$ cat src/rtl/ram_bus_arbiter.sv
// Two-requester arbiter for a single-port byte RAM with round-robin priority.
// Each request is one RAM access, an RD_LAT-cycle read wait when reading, and a one-cycle ack.
module ram_bus_arbiter #(
  parameter int unsigned RD_LAT = 1,
  parameter int unsigned AW     = 15
) (
  input  logic          clk,
  input  logic          n_rst,
  input  logic          a_req,
  input  logic          a_wr,
  input  logic [AW-1:0] a_addr,
  input  logic [7:0]    a_wdata,
  output logic          a_ack,
  output logic [7:0]    a_rdata,
  input  logic          b_req,
  input  logic          b_wr,
  input  logic [AW-1:0] b_addr,
  input  logic [7:0]    b_wdata,
  output logic          b_ack,
  output logic [7:0]    b_rdata,
  output logic [AW-1:0] ram_addr,
  output logic [7:0]    ram_wdata,
  output logic          ram_ce,
  output logic          ram_rden,
  output logic          ram_wren,
  input  logic [7:0]    ram_q,
  output logic          busy
);

  typedef enum logic [1:0] {IDLE, ACCESS, RWAIT, ACK} state_t;

  localparam logic [1:0] WAIT_LAST = 2'(RD_LAT - 1);

  state_t     state;
  logic       gnt_b;
  logic       last_b;
  logic       wr_r;
  logic [1:0] wait_cnt;
  logic       pick_b;
  logic       pick_wr;

  // B wins when alone, or when both ask and A was granted last
  always_comb begin
    pick_b  = b_req && (!a_req || !last_b);
    pick_wr = pick_b ? b_wr : a_wr;
  end

  assign busy = (state != IDLE);

  // ram_addr/ram_wdata double as the registered request fields
  always_ff @(posedge clk or negedge n_rst) begin
    if (!n_rst) begin
      state     <= IDLE;
      gnt_b     <= 1'b0;
      last_b    <= 1'b1;
      wr_r      <= 1'b0;
      wait_cnt  <= '0;
      ram_addr  <= '0;
      ram_wdata <= '0;
      ram_ce    <= 1'b0;
      ram_rden  <= 1'b0;
      ram_wren  <= 1'b0;
      a_ack     <= 1'b0;
      b_ack     <= 1'b0;
      a_rdata   <= '0;
      b_rdata   <= '0;
    end else begin
      a_ack <= 1'b0;
      b_ack <= 1'b0;
      case (state)
        IDLE: begin
          if (a_req || b_req) begin
            gnt_b     <= pick_b;
            last_b    <= pick_b;
            wr_r      <= pick_wr;
            ram_addr  <= pick_b ? b_addr : a_addr;
            ram_wdata <= pick_b ? b_wdata : a_wdata;
            ram_ce    <= 1'b1;
            ram_rden  <= ~pick_wr;
            ram_wren  <= pick_wr;
            state     <= ACCESS;
          end
        end
        ACCESS: begin
          ram_ce   <= 1'b0;
          ram_rden <= 1'b0;
          ram_wren <= 1'b0;
          wait_cnt <= '0;
          if (wr_r) begin
            a_ack <= ~gnt_b;
            b_ack <= gnt_b;
            state <= ACK;
          end else begin
            state <= RWAIT;
          end
        end
        RWAIT: begin
          if (wait_cnt == WAIT_LAST) begin
            if (gnt_b) b_rdata <= ram_q;
            else       a_rdata <= ram_q;
            a_ack <= ~gnt_b;
            b_ack <= gnt_b;
            state <= ACK;
          end else begin
            wait_cnt <= wait_cnt + 2'd1;
          end
        end
        ACK:     state <= IDLE;
        default: state <= IDLE;
      endcase
    end
  end

endmodule

$ cat config.mk
export PLATFORM = sky130hd
export DESIGN_NAME = ram_bus_arbiter
export DESIGN_NICKNAME = d
export VERILOG_FILES = /design/src/rtl/ram_bus_arbiter.sv
export SDC_FILE = /design/constraint.sdc
export NUM_CORES = 1
export LEC_CHECK = 0
export BUFFER_PORTS_ARGS = -buffer_cell sky130_fd_sc_hd__buf_2
export CORE_MARGIN = 1
export CORE_UTILIZATION = 46
export DETAILED_ROUTE_END_ITERATION = 6
export PLACE_DENSITY_LB_ADDON = 0.25
export REMOVE_ABC_BUFFERS = 1
export SYNTH_ARGS = -nofsm -noshare
export SYNTH_HDL_FRONTEND = slang
export SYNTH_SLANG_ARGS = --single-unit
export TNS_END_PERCENT = 20
$ cat constraint.sdc
create_clock -name clk -period 4.2 [get_ports clk]
set_input_delay 0.42 -clock clk [delete_from_list [all_inputs] [get_ports clk]]
set_output_delay 0.42 -clock clk [all_outputs]
set_load 0.02 [all_outputs]
==> results of run 1 <==
metal layers:
layer	vias to the layer above	global-route usage (%)	wire (um)
li1	876	-	-
met1	769	21.5	1960
met2	77	29.8	2120
met3	5	3.73	275
met4	0	7.19	52
met5	-	0	0
worst paths after layout:
path / from / endpoint / slack (ns) / cells after the start
min in group clk: ram_q[6] / b_rdata[6] / 0.36 / 2
min: n_rst / a_rdata[3] / 0.22 / 2
max in group asynchronous: n_rst / ram_ce / 3.58 / 2
min reg2reg: ram_ce / ram_ce / 0.48 / 1
max reg2reg: state[0] / state[1] / 2.25 / 5
max: state[0] / state[1] / 2.25 / 5
Yosys cell counts, types with 2 or more instances:
library cell,number,area (sq um)
nor2_1,3,11.3
nand2_1,28,105
inv_1,7,26.3
buf_12,2,40.0
o21ai_0,7,35.0
mux2i_1,26,260
o21ai_1,21,105
a22o_1,2,17.5
nand3_1,2,10.0
dfrtp_1,50,1250
mux2_2,17,191
ha_1,7,87.6
clkbuf_1,4,15.0
worst max-delay path: stages, from the launching register on:
cell and delay, ns:
dfrtp_1 0.42, inv_1 0.18, ha_1 0.39, or3b_1 0.45, nand2_1 0.09, mux2_1 0.31
report_power, final:
| part | total, mW | internal (mW) | switching, mW |
|---|---|---|---|
| Clock | 0.403 | 0.242 | 0.161 |
| Sequential | 0.859 | 0.733 | 0.125 |
| Combinational | 1.09 | 0.433 | 0.658 |
| Total | 2.35 | 1.41 | 0.945 |
cell type report:
class,count,area [sq um]
Sequential cell,51,1280
Inverter,7,26.3
Timing Repair Buffer,105,528
Tap cell,67,83.8
Fill cell,402,1780
Multi-Input combinational cell,126,947
Clock buffer,5,68.8
Clock inverter,3,71.3
metrics by stage:
step	setup slack [ns]	utilization [%]	power, mW
finish	2.25	62.7	2.35
global route	2.18	62.7	2.52
CTS	2.26	62.7	2.38
detailed placement	2.09	59.8	1.97
global placement	2.14	59.8	1.94
floorplan	1.70	-	1.60
cell families after synthesis:
| kind of cell | count (synthesis) |
|---|---|
| adder cells (fa/ha/maj) | 7 |
| flip-flops | 51 |
| multiplexers | 44 |
| AO/OA/AOI/OAI | 38 |
| AND/OR/NAND/NOR | 37 |
| buffers and inverters | 16 |
sequential cells by signal, summed over array words and instances (netlist names):
name,cells
ram_wdata,8
ram_ce,1
gnt_b,1
b_ack,1
state,2
b_rdata,8
last_b,1
wait_cnt,2
ram_rden,1
ram_addr,15
a_ack,1
a_rdata,8
ram_wren,1
wr_r,1
==> results.yml, run 1 <==
outcome:
  status: "complete, no violations"
setup_path:
  cp.arrival_ns: 2.14
  cp-start-kind: "register"
  critPathRequiredTime_ns: 4.39
  critPathCaptureType: "register"
  crit_type: "register to register"
  path_max_fanout: 9
cells_and_area:
  final_cells: 364
  fin_area_sq_mm: 0.00300
  drive_above_1_share_pct: 45.1
  syn_to_final_growth_pct: 29.9
  most-common-layout-cells: "buf_2, dfrtp_1, nand2_1, mux2i_1, o21ai_1"
  fin_nets: 363
  num_antenna_cells: 0
  layout_commonest_cell: "buf_2"
logic_synthesis:
  ys.flop_type: "dfrtp_1"
  ys_seq_elements: 51
  muxShareOfSynthArea_pct: 20.0
  synthSimpleGateAreaFrac_pct: 6.66
  syn_area_per_cell_sq_um: 12.0
  yosysWarnings: 0
  synthAdderAreaFrac_pct: 3.79
  yosysUniqueCellTypes: 30
  yosys.area_share.xor_xnor_pct: 0
  synth_compound_area_share_pct: 9.69
  async_flop_share_pct: 100
  synth_top_family_by_area: "multiplexers"
  synth-edff-count: 0
  synth.yosys.seq_area_share_pct: 55.3
  syn_area_sq_mm: 0.00231
  syn_inst: 193
drt:
  viasPerCell: 4.74
  finalWirelength_mm: 4.40
  num_vias: 1727
  drtAntennaViolNets: 0
  drt_iter0_drc: 56
  wl_per_cell_um: 12.1
  drc_errors: 0
  dr.pass1.iters: 4
place:
  place_area_sq_mm: 0.00286
  portBuffers: 104
  place.gp.congestion: 0.758
  hpwl_mm: 3.29
  dp_cells: 356
timing:
  rsz0062_at_grt: "no"
  slew_headroom_pct: 27.7
  setup_violations: 0
  fin_skew_ns: 0.00854
  worst_pin_slew_ns: 1.08
  whs_ns: 0.217
  fmax_mhz: 513
  period_needed_ns: 1.95
  hold_viol: 0
  slew_violations: 0
  fin_tns_setup_ns: 0
  timing.final.crit_share_pct: 46.4
floorplan:
  core_sq_mm: 0.00479
  die_area_sq_mm: 0.00531
  start_util_pct: 48.3
  die_w_um: 72.9
  placementRows: 25
  ios: 105
  die_height_um: 72.9
global_routing:
  globalRouteOverflowTotal: 0
  grt_pass1_wl_mm: 7.02
  grt_pass1_vias: 1576
  antenna_found_initial: 0
  grt_use_total_pct: 17.4
  grt_max_degree: 52
power_and_ir_drop:
  power_density_mw_per_mm2: 783
  vdd_ir_drop_max_mv: 0.302
  p_leak_nw: 1.55
clock_tree:
  cts_inserted_buffers: 5
  htree_levels: 2
  cts_sinks: 51
  cts_tree: "done"
  cts_root_buf: "clkbuf_8"
  cts_resized: 0
  cts_buffer_depth: 2
  cts_hold_buf: 0
  clk_pin_slew_ns: 0.09
  cts_setup_buffers: 0
  clk_latency_ns: 0.30
min_path:
  min_path_type: "primary input to asynchronous set/reset pin"
flow_run:
  maxCapViolCount: 0
(Power assumes the default switching activity.)
==> inputs of run 2 (changes only) <==
--- a/config.mk
+++ b/config.mk
@@ -7,7 +7,7 @@
 export LEC_CHECK = 0
 export BUFFER_PORTS_ARGS = -buffer_cell sky130_fd_sc_hd__buf_2
 export CORE_MARGIN = 1
-export CORE_UTILIZATION = 46
+export CORE_UTILIZATION = 42
 export DETAILED_ROUTE_END_ITERATION = 6
 export PLACE_DENSITY_LB_ADDON = 0.25
 export REMOVE_ABC_BUFFERS = 1
==> constraint.sdc (replaced) <==
create_clock -name clk -period 1.7 [get_ports clk]
set_input_delay 0.17 -clock clk [delete_from_list [all_inputs] [get_ports clk]]
set_output_delay 0.17 -clock clk [all_outputs]
set_load 0.02 [all_outputs]
==> run 2 against run 1 <==
Compared with the run above:
- clock skew is 0.0059 ns lower
- maximum frequency increased by 21%
- design area increased by 3.6%
- clock power up 140%
- register-to-register slack got worse by 2.2 ns
- non-clock buffer count up 6
- routed wire length increased by 2.6%
- clock-buffer cell count grew 1
- largest power group unchanged
==> results.yml, run 2 (synthesis gave the netlist of run 1 again) <==
min_path:
  min_path_type: "primary input to register"
  min_path_cells: 2
  min_from: "ram_q[0]"
  min_delay_worst_endpoint: "b_rdata[0]"
timing:
  period_needed_ns: 1.62
  timing.final.crit_share_pct: 95.1
  fmax_mhz: 618
  fin_skew_ns: 0.00268
  setup_violations: 0
  rsz0062_at_grt: "yes"
  worst_pin_slew_ns: 0.475
  layout_setup_ws_ns: 0.0831
  whs_ns: 0.107
  slew_headroom_pct: 68.3
  slew_violations: 0
  hold_viol: 0
drt:
  drt_iter0_drc: 37
  drtAntennaViolNets: 0
  wl_per_cell_um: 12.1
  drc_errors: 0
  viasPerCell: 4.70
  finalWirelength_mm: 4.51
  num_vias: 1754
  dr.pass1.iters: 3
setup_path:
  cp-start-kind: "register"
  critPathRequiredTime_ns: 1.89
  crit_type: "register to register"
  rrSetupSlack_ns: 0.08
  r2r_cells: 5
  cp.arrival_ns: 1.81
  critPathCaptureType: "register"
  path_max_fanout: 6
  crit-reg2reg-launch: "state[0]"
  r2r-end: "state[1]"
floorplan:
  die_w_um: 76.2
  placementRows: 26
  core_sq_mm: 0.00520
  ios: 105
  die_area_sq_mm: 0.00580
  die_height_um: 76.2
  start_util_pct: 44.4
cells_and_area:
  drive_above_1_share_pct: 47.2
  most-common-layout-cells: "buf_2, dfrtp_1, nand2_1, mux2i_1, o21ai_1"
  fin_area_sq_mm: 0.00311
  fin_nets: 369
  layout_commonest_cell: "buf_2"
  largest-register: "ram_addr"
  multi_input_area_sq_um: 962
  regArea_sq_mm: 0.00128
  syn_to_final_growth_pct: 34.7
  num_antenna_cells: 0
  n_fill_cell: 468
  largest_register_ffs: 15
  final_core_util_pct: 59.8
power_and_ir_drop:
  p_int_mw: 3.60
  clkPwrFrac_pct: 16.4
  vdd_ir_drop_max_mv: 0.959
  power_density_mw_per_mm2: 1910
  finalPower_mw: 5.95
  power_switching_mw: 2.35
  pwr-share-seq_pct: 35.8
  swShare_pct: 39.6
  p_comb_share_pct: 47.9
  p_leak_nw: 1.60
clock_tree:
  clk_pin_slew_ns: 0.09
  cts_tree: "done"
  cts_root_buf: "clkbuf_8"
  htree_levels: 2
  cts_buffer_depth: 2
  clk_latency_ns: 0.30
  cts_setup_buffers: 0
  cts_sinks: 51
  cts_inserted_buffers: 5
place:
  place.gp.congestion: 0.834
  hpwl_mm: 3.48
  place_area_sq_mm: 0.00295
  dp_slack_ns: 0.0175
  portBuffers: 104
global_routing:
  grtUsageMet1_pct: 21.2
  met3_usage_pct: 5.87
  grt_use_total_pct: 16.7
  grtUsageMet2_pct: 25.9
  grt_pass1_wl_mm: 7.56
  antenna_found_initial: 0
  busiest_layer: "met2"
  grt_pass1_vias: 1632
  globalRouteOverflowTotal: 0
  grt_max_degree: 32
outcome:
  status: "complete, no violations"
flow_run:
  maxCapViolCount: 0
==> run 2: timing repair <==
action,in CTS,in global routing
endpoints found under the hold margin,20,0
hold buffers,1,0
setup endpoints to repair,1,9
resized for setup,1,4
==> run 2: worst max path at each step <==
stage,from,to,slack (ns),depth (start not counted)
after global placement,state[0],state[1],0.05,5
after floorplan,state[0],ram_wdata[0],-0.63,4
after CTS,state[0],state[1],0.05,5
after global routing,state[0],state[1],-0.01,5
final,state[0],state[1],0.08,5
after detailed placement,state[0],state[1],0.02,5
==> run 2: worst max-delay path, stage by stage (launching register included) <==
cell and delay, ns:
dfrtp_1 0.42, inv_2 0.12, ha_2 0.19, or3b_4 0.40, nand2_1 0.08, mux2_1 0.31
==> run 2: cell type report <==
class                      count  share of cell area [%]
multi-input combinational    126                    30.9
sequential                    51                    41.1
tap                           70                    2.81
inverter                       7                   0.844
clock inverter                 2                    1.93
timing repair buffer         111                    20.1
clock buffer                   6                    2.33
==> run 2: power by group through the flow <==
stage | clock, mW | sequential [mW] | combinational [mW]
floorplan | 0 | 2.75 | 1.20
global placement | 0 | 2.13 | 2.80
detailed placement | 0 | 2.13 | 2.88
CTS | 1.00 | 2.13 | 2.87
global route | 1.06 | 2.21 | 3.14
finish | 0.974 | 2.13 | 2.85
==> run 2: per-stage QoR <==
| stage | TNS (ns) | std cells |
|---|---|---|
| after floorplan | -14.67 | 184 |
| after global placement | 0 | 364 |
| after detailed placement | 0 | 364 |
| after CTS | 0 | 373 |
| after global routing | -0.0133 | 373 |
| final | 0 | 373 |
==> run 2: metal layers <==
layer / wire length (um) / vias up / share of wire [%]
met4: 94 / 0 / 2.1
met1: 2150 / 776 / 48
met2: 1950 / 83 / 43
li1: - / 885 / -
met5: 0 / - / 0
met3: 322 / 10 / 7.1
==> inputs of run 3 (changes only) <==
--- a/config.mk
+++ b/config.mk
@@ -5,9 +5,10 @@
 export SDC_FILE = /design/constraint.sdc
 export NUM_CORES = 1
 export LEC_CHECK = 0
+export ABC_AREA = 1
 export BUFFER_PORTS_ARGS = -buffer_cell sky130_fd_sc_hd__buf_2
 export CORE_MARGIN = 1
-export CORE_UTILIZATION = 42
+export CORE_UTILIZATION = 43
 export DETAILED_ROUTE_END_ITERATION = 6
 export PLACE_DENSITY_LB_ADDON = 0.25
 export REMOVE_ABC_BUFFERS = 1
==> run 3 against run 2 <==
Compared with the run above:
- power down 5.9%
- worst hold slack better by 0.017 ns
- critical endpoint is now busy
- first-iteration DRC count grew 81%
- maximum frequency is 3.8% higher
- setup slack better by 0.060 ns
- largest cell class unchanged
- routed wire length up 26%
- sequential power is essentially flat
- synthesized cell count up 60%
- clock skew rose by 0.0014 ns
==> results.yml, run 3 <==
outcome:
  status: "complete, no violations"
setup_path:
  critPathRequiredTime_ns: 1.53
  crit_type: "register to output pin"
  cp.arrival_ns: 1.39
  cp-endpoint: "busy"
  path_buf_inv: 3
  cpPeakStageDelay_ns: 0.42
  critPathCaptureType: "output pin"
  crit_path_cell_trace: "inv_1 -> ha_2 -> inv_2 -> buf_2"
  cp-start-kind: "register"
  r2r_cells: 7
  crit_start: "state[0]"
  slowest_stage: "dfrtp_1"
  worst-path-stages: 4
  path_max_fanout: 6
  r2r-end: "ram_addr[7]"
  cp_top_family: "buffers and inverters"
  rrSetupSlack_ns: 0.15
  crit-reg2reg-launch: "state[0]"
timing:
  setup_violations: 0
  fin_skew_ns: 0.00412
  hold_viol: 0
  period_needed_ns: 1.56
  fmax_mhz: 642
  worst_pin_slew_ns: 0.437
  fin_tns_setup_ns: 0
  rsz0062_at_grt: "no"
  slew_headroom_pct: 70.8
  whs_ns: 0.124
  slew_violations: 0
  timing.final.crit_share_pct: 91.6
cells_and_area:
  fin_nets: 479
  syn_to_final_growth_pct: 26.9
  num_antenna_cells: 0
  final_core_util_pct: 56.7
  largest_register_ffs: 15
  most-common-layout-cells: "nand2_1, buf_2, dfrtp_1, nand3_1, o21ai_0"
  drive_above_1_share_pct: 30.3
  largest-register: "ram_addr"
  layout_commonest_cell: "nand2_1"
logic_synthesis:
  async_flop_share_pct: 100
  syn_inst: 308
  netlist_top_cells_area: "dfrtp_1, nand2_1, nand3_1, o21ai_0, ha_1"
  synth_top_area_share_pct: 50.6
  yosys-top-cells-count: "nand2_1, dfrtp_1, nand3_1"
  yosysMostFrequentCell: "nand2_1"
  synth_largest_area_cell: "dfrtp_1"
  synth.yosys.seq_area_share_pct: 51.6
  ys.flop_type: "dfrtp_1"
  syn_area_per_cell_sq_um: 8.03
  synth-edff-count: 0
  ys_seq_elements: 51
  syn_area_sq_mm: 0.00247
  yosysUniqueCellTypes: 18
  yosysWarnings: 0
place:
  place.gp.congestion: 0.815
  portBuffers: 104
  hpwl_mm: 4.27
drt:
  drc_errors: 0
  finalWirelength_mm: 5.69
  wl_per_cell_um: 11.7
  dr.pass1.iters: 6
  drtAntennaViolNets: 0
  drt_iter0_drc: 67
  viasPerCell: 4.62
  num_vias: 2240
global_routing:
  globalRouteOverflowTotal: 0
  antenna_found_initial: 0
  grt_max_degree: 35
  grt_pass1_vias: 2094
  grt_pass1_wl_mm: 9.61
  grt_use_total_pct: 20.3
floorplan:
  die_area_sq_mm: 0.00606
  start_util_pct: 44.6
  core_sq_mm: 0.00554
  die_w_um: 77.8
  die_height_um: 77.8
  placementRows: 27
  ios: 105
power_and_ir_drop:
  p_leak_nw: 1.86
  vdd_ir_drop_max_mv: 0.644
  power_density_mw_per_mm2: 1780
clock_tree:
  cts_buffer_depth: 2
  clk_pin_slew_ns: 0.09
  clk_latency_ns: 0.30
  htree_levels: 2
  cts_sinks: 51
  cts_inserted_buffers: 5
  cts_root_buf: "clkbuf_8"
  cts_tree: "done"
flow_run:
  maxCapViolCount: 0
min_path:
  min_path_type: "primary input to register"
## run 3: final cells by class
| cell class | instances | area [sq um] |
|---|---|---|
| Tap cell | 72 | 90.1 |
| Clock inverter | 3 | 20.0 |
| Inverter | 19 | 73.8 |
| Timing Repair Buffer | 110 | 581 |
| Fill cell | 546 | 2400 |
| Multi-Input combinational cell | 225 | 1030 |
| Sequential cell | 51 | 1280 |
| Clock buffer | 5 | 68.8 |
## run 3: tightest hold or removal path: stages
cell,delay [ns]
buf_2,0.09
inv_1,0.05
o21ai_0,0.07
## run 3: how the worst min path moves through the flow
stage,start,endpoint,slack (ns),cells after the start
finish,ram_q[0],b_rdata[0],0.12,3
global route,ram_q[7],a_rdata[7],0.13,3
CTS,ram_q[0],b_rdata[0],0.12,3
detailed placement,n_rst,wait_cnt[1],0.14,1
global placement,n_rst,wait_cnt[1],0.13,1
floorplan,n_rst,a_ack,-0.13,0
## run 3: kinds of logic (layout without fill, tap and decap cells)
| family | Yosys count | count (layout) | synth area share, % |
|---|---|---|---|
| flops | 51 | 51 | 51.6 |
| fa+ha+maj | 7 | 7 | 3.54 |
| buf+inv | 32 | 137 | 6.88 |
| compound gates | 26 | 26 | 5.36 |
| simple gates | 192 | 192 | 32.6 |
## run 3: layer usage
metal / track usage, % / share of wire (%) / wire length (um) / up-vias
met5: 0 / 0 / 0 / -
met2: 31.9 / 46 / 2620 / 90
met3: 4.59 / 6.3 / 356 / 6
met4: 6.42 / 1.1 / 61 / 0
met1: 27.8 / 46 / 2640 / 975
li1: - / - / - / 1169
## run 3: report_power, final
group | switching [mW] | internal (mW)
logic | 1.87 | 0.935
registers | 0.317 | 1.80
clock network | 0.394 | 0.287
## run 3: through the flow
step / total power, mW / instances / worst slack (ns) / area [sq um]
2_1_floorplan: 3.93 / 295 / 0.153 / 2380
3_3_place_gp: 4.87 / 476 / 0.195 / 3040
3_5_place_dp: 4.96 / 476 / 0.117 / 3040
4_1_cts: 5.66 / 485 / 0.0976 / 3140
5_1_grt: 6.09 / 485 / 0.0194 / 3140
6_report: 5.60 / 485 / 0.143 / 3140
## run 3: timing repair
item,4_1_cts,5_1_grt
setup buffers,0,0
gates resized for setup,0,1
hold endpoints to repair,17,0
hold buffers,1,0
endpoints found under the setup margin,0,7
